--- config.mk ---
export PLATFORM = sky130hd
export DESIGN_NAME = pc_redirect_unit
export DESIGN_NICKNAME = d
export VERILOG_FILES = /design/src/rtl/pc_redirect_unit.sv
export SDC_FILE = /design/constraint.sdc
export NUM_CORES = 1
export LEC_CHECK = 0
export ABC_CLOCK_PERIOD_IN_PS = 5500
export CAP_MARGIN = 20
export CORE_MARGIN = 2
export CORE_UTILIZATION = 49
export DETAILED_ROUTE_END_ITERATION = 16
export HOLD_SLACK_MARGIN = 0.08
export PLACE_DENSITY = 0.88
export SETUP_SLACK_MARGIN = 0.5
export SYNTH_ARGS = -nofsm -noshare
export SYNTH_HDL_FRONTEND = slang
export SYNTH_SLANG_ARGS = --single-unit
--- constraint.sdc ---
create_clock -name clk -period 5.5 [get_ports clk]
set_input_delay 0.825 -clock clk [delete_from_list [all_inputs] [get_ports clk]]
set_output_delay 0.825 -clock clk [all_outputs]
set_load 0.05 [all_outputs]
--- src/rtl/pc_redirect_unit.sv ---
// Fetch-stage PC register and next-PC selector. If a branch or jump resolves
// while fetch is stalled, its target is buffered so the redirect is not lost.
module pc_redirect_unit #(
    parameter logic [31:0] RESET_PC = 32'hBFC0_0000
) (
    input  logic        clk,
    input  logic        rst,
    input  logic        stallF,
    input  logic        stallD,
    input  logic        flush_exc,
    input  logic [31:0] exc_pc,
    input  logic        branchD,
    input  logic        jumpD,
    input  logic        jrD,
    input  logic        taken,
    input  logic [31:0] pc_plus4D,
    input  logic [31:0] imm_extD,
    input  logic [25:0] instr_indexD,
    input  logic [31:0] rs_dataD,
    output logic [31:0] pcF,
    output logic [31:0] pc_plus4F,
    output logic        in_delayslotD,
    output logic        adelF,
    output logic        pend_valid
);

    logic [31:0] pc_q, pc_d;
    logic [31:0] pend_target_q, pend_target_d;
    logic        pend_valid_q, pend_valid_d;
    logic        delayslot_q, delayslot_d;
    logic [31:0] target_s;
    logic        redirect_s;
    logic        is_cti_s;

    // JR wins over J, and J wins over a conditional branch, if decode sets several bits
    function automatic logic [31:0] calc_target(
        input logic        jr,
        input logic        jump,
        input logic [31:0] pc_plus4,
        input logic [31:0] imm_ext,
        input logic [25:0] instr_index,
        input logic [31:0] rs_data
    );
        logic [31:0] result;
        if (jr) begin
            result = rs_data;
        end else if (jump) begin
            result = {pc_plus4[31:28], instr_index, 2'b00};
        end else begin
            result = pc_plus4 + {imm_ext[29:0], 2'b00};
        end
        return result;
    endfunction

    // Target and redirect qualification
    always_comb begin
        target_s   = calc_target(jrD, jumpD, pc_plus4D, imm_extD, instr_indexD, rs_dataD);
        is_cti_s   = branchD | jumpD | jrD;
        redirect_s = ~stallD & ((branchD & taken) | jumpD | jrD);
    end

    // Next-state selection: exception, then buffered redirect, then live redirect, then sequential
    always_comb begin
        pc_d          = pc_q;
        pend_target_d = pend_target_q;
        pend_valid_d  = pend_valid_q;
        delayslot_d   = delayslot_q;
        if (flush_exc) begin
            pc_d         = exc_pc;
            pend_valid_d = 1'b0;
            delayslot_d  = 1'b0;
        end else begin
            if (stallF) begin
                // Only the first redirect seen during a stall is kept
                if (redirect_s && !pend_valid_q) begin
                    pend_target_d = target_s;
                    pend_valid_d  = 1'b1;
                end else begin
                    pend_valid_d  = pend_valid_q;
                end
            end else if (pend_valid_q) begin
                pc_d         = pend_target_q;
                pend_valid_d = 1'b0;
            end else if (redirect_s) begin
                pc_d = target_s;
            end else begin
                pc_d = pc_q + 32'd4;
            end
            if (!stallD) begin
                delayslot_d = is_cti_s;
            end else begin
                delayslot_d = delayslot_q;
            end
        end
    end

    // State registers with synchronous reset
    always_ff @(posedge clk) begin
        if (rst) begin
            pc_q          <= RESET_PC;
            pend_target_q <= 32'h0000_0000;
            pend_valid_q  <= 1'b0;
            delayslot_q   <= 1'b0;
        end else begin
            pc_q          <= pc_d;
            pend_target_q <= pend_target_d;
            pend_valid_q  <= pend_valid_d;
            delayslot_q   <= delayslot_d;
        end
    end

    // Outputs derived from registered state only
    always_comb begin
        pcF           = pc_q;
        pc_plus4F     = pc_q + 32'd4;
        adelF         = (pc_q[1:0] != 2'b00);
        pend_valid    = pend_valid_q;
        in_delayslotD = delayslot_q;
    end

endmodule

==> reports/qor.yml <==
wl_um: 22100
grt_pass1_vias: 6834
fill_cells: 964
slew_headroom_pct: 35.2
path_clk_slew_ps: 50
yosysUniqueCellTypes: 80
synth_top_flop_cell: "dfxtp_1"
setup_slack_ps: 1350
worstMarginPinSlew_ps: 968
synth_area_um2: 6010
grt.overflow.total: 0
synth_area_per_cell_um2: 7.17
synth-edff-count: 0
clockPowerShare_pct: 29.4
grt_pass1_wl_um: 34500
ys_seq_area_share_pct: 22.0
swShare_pct: 37.2
first_pass_iters: 6
skew_ps: 3.79
die_area_um2: 13200
syn_inst: 838
outcome: "finished clean"
min_period_ps: 4150
cts_resized: 0
fin_crit_sh_pct: 75.4
postRouteAntennaNets: 0
n_antenna_cell: 0
pwr_density_cell_nw_per_um2: 219
grtUsageTotal_pct: 32.7
ys_ff_latch: 66
vias: 7325
finalHoldViolations: 0
cts_root_buf: "clkbuf_16"
gp_congestion: 0.960
drc: 0
startpoint_type: "flip-flop"
cts-hold-fix-buffers: 0
pre_cts_ws_ps: 1400
syn_nets: 1032
post_cts_buffers: 0
p_sw_mw: 0.693
worstPathRequired_ps: 4680
regArea_um2: 1320
initial_utilization_pct: 50.1
die_h_um: 115
finalSetupViolations: 0
place_hpwl_um: 16400
p_int_mw: 1.17
wl_per_cell_um: 18.7
max_freq_mhz: 241
drtIter0Drc: 743
cts_buffer_depth: 2
maxCapViolCount: 0
io_pins: 230
worstPathArrival_ps: 3320
area_delta_synth_final_pct: 41.8
synth.yosys.warnings: 0
core_area_um2: 12000
final.setup.tns_ps: 0
criticalPathCategory: "reg -> out"
cts_tree: "yes"
pwr-share-comb_pct: 41.5
die_x_um: 115
crit_fanout: 7
drive_gt1_share_pct: 5.42
end_kind: "output pin"
finalNetCount: 1223
cts_sinks: 66
seqPwrFrac_pct: 29.1
rsz0062_at_grt: "no"
numPortBuffers: 227
irDropWorstVdd_mv: 0.172
htreeDepth: 3
grt_start_max_net_pins: 59
viasPerCell: 6.20
slew_violations: 0
grt_antenna_before_repair: 0
synthArstFlopShare_pct: 0
cts_made_buffers: 9
whs_ps: 456
power_leakage_nw: 3.24
multi_input_area_um2: 4340
row_count: 40
hold_class: "reg -> reg"
insertion_delay_ps: 330
## path summary, 6_finish.rpt
| path | endpoint | slack (ps) | start | cells after the start |
|---|---|---|---|---|
| worst min register to register | pend_target_q[14]$_SDFFE_PP0P_ | 460 | pend_target_q[14]$_SDFFE_PP0P_ | 2 |
| worst min-delay path | pend_target_q[14]$_SDFFE_PP0P_ | 460 | pend_target_q[14]$_SDFFE_PP0P_ | 2 |
| worst max-delay path | pc_plus4F[29] | 1350 | pcF[4]$_SDFFE_PP0P_ | 6 |
| worst max register to register | pcF[29]$_SDFFE_PP1P_ | 2760 | pcF[4]$_SDFFE_PP0P_ | 9 |
## cell usage after synthesis (15+ instances only)
| library cell | count | share of area [%] |
|---|---|---|
| xnor2_1 | 29 | 4.2 |
| nor2_1 | 91 | 5.7 |
| a21oi_1 | 73 | 6.1 |
| xor2_1 | 20 | 2.9 |
| o211ai_1 | 15 | 1.9 |
| inv_1 | 19 | 1.2 |
| nor3_1 | 31 | 2.6 |
| a211oi_1 | 16 | 2.0 |
| dfxtp_1 | 66 | 22 |
| clkbuf_1 | 36 | 2.2 |
| o21ai_0 | 54 | 4.5 |
| nand3_1 | 29 | 2.4 |
| nand2_1 | 104 | 6.5 |
| ha_1 | 30 | 6.2 |
## placed cells by master (no fill, tap or decap), types with 5 or more instances in the layout
cell             count
a221oi_1             8
o21ai_0             54
dfxtp_1             66
o21ai_1              9
nor2b_1              5
ha_1                30
or3_1                6
nand3_1             29
buf_4                9
inv_1               19
mux2i_1             10
nor2_1              91
a21o_1              14
a22oi_1              9
o22ai_1              6
a21oi_1             72
and3_1               5
a211oi_1            16
nor3_1              31
o21bai_1             5
nand2b_1            11
xor2_1              20
clkbuf_16            9
xnor2_1             29
o21a_1              10
a31oi_1             11
nand4_1             11
nand2_1            104
nor4_1               7
a21oi_2              6
o211ai_1            15
clkdlybuf4s50_1    224
## state kept, by name (all words and copies together) (netlist names)
register       count
in_delayslotD      1
pend_valid         1
pcF               32
pend_target_q     32
## logic make-up after synthesis
logic type      Yosys count  synth area share, %
simple gates            315                 24.1
compound gates          289                 32.2
buf+inv                  76                 5.97
flops                    66                 22.0
xor+xnor                 49                 7.14
fa+ha+maj                31                 6.58
mux                      12                 2.04
## layout make-up
| cell class | instances | area share, % |
|---|---|---|
| flip-flops and latches | 66 | 15.5 |
| well taps | 147 | 2.16 |
| repair buffers | 236 | 27.3 |
| multi-input cells | 696 | 50.9 |
| clock buffers | 14 | 3.21 |
| clock inverters | 2 | 0.117 |
| inverters | 20 | 0.881 |
## power by group through the flow
stage	Combinational [mW]	Clock, mW	Sequential, mW
2_1_floorplan	0.414	0	0.608
3_3_place_gp	0.749	0	0.549
3_5_place_dp	0.757	0	0.551
4_1_cts	0.763	0.545	0.541
5_1_grt	0.826	0.569	0.547
6_report	0.773	0.548	0.543
## metal layers
layer | routed length [µm] | track usage (%) | vias up
met2 | 10100 | 52.5 | 503
met1 | 8970 | 43.8 | 3297
met3 | 2490 | 7.38 | 51
li1 | - | - | 3474
met5 | 0 | 0 | -
met4 | 541 | 10.8 | 0
## metrics by stage
stage               total power [mW]  area (µm²)  util (%)  std cells
CTS                             1.85        8520      71.0       1181
floorplan                       1.02        6010         -        838
detailed placement              1.31        8240      68.6       1165
global placement                1.30        8240      68.6       1165
global route                    1.94        8520      71.0       1181
finish                          1.86        8520      71.0       1181
## worst max-delay path, stage by stage, from the launching register on
cell,delay [ps]
dfxtp_1,450
and4_1,460
nand4_4,200
nor4_2,500
nand3_1,160
xnor2_1,340
clkdlybuf4s50_1,880
(Power assumes the default switching activity.)
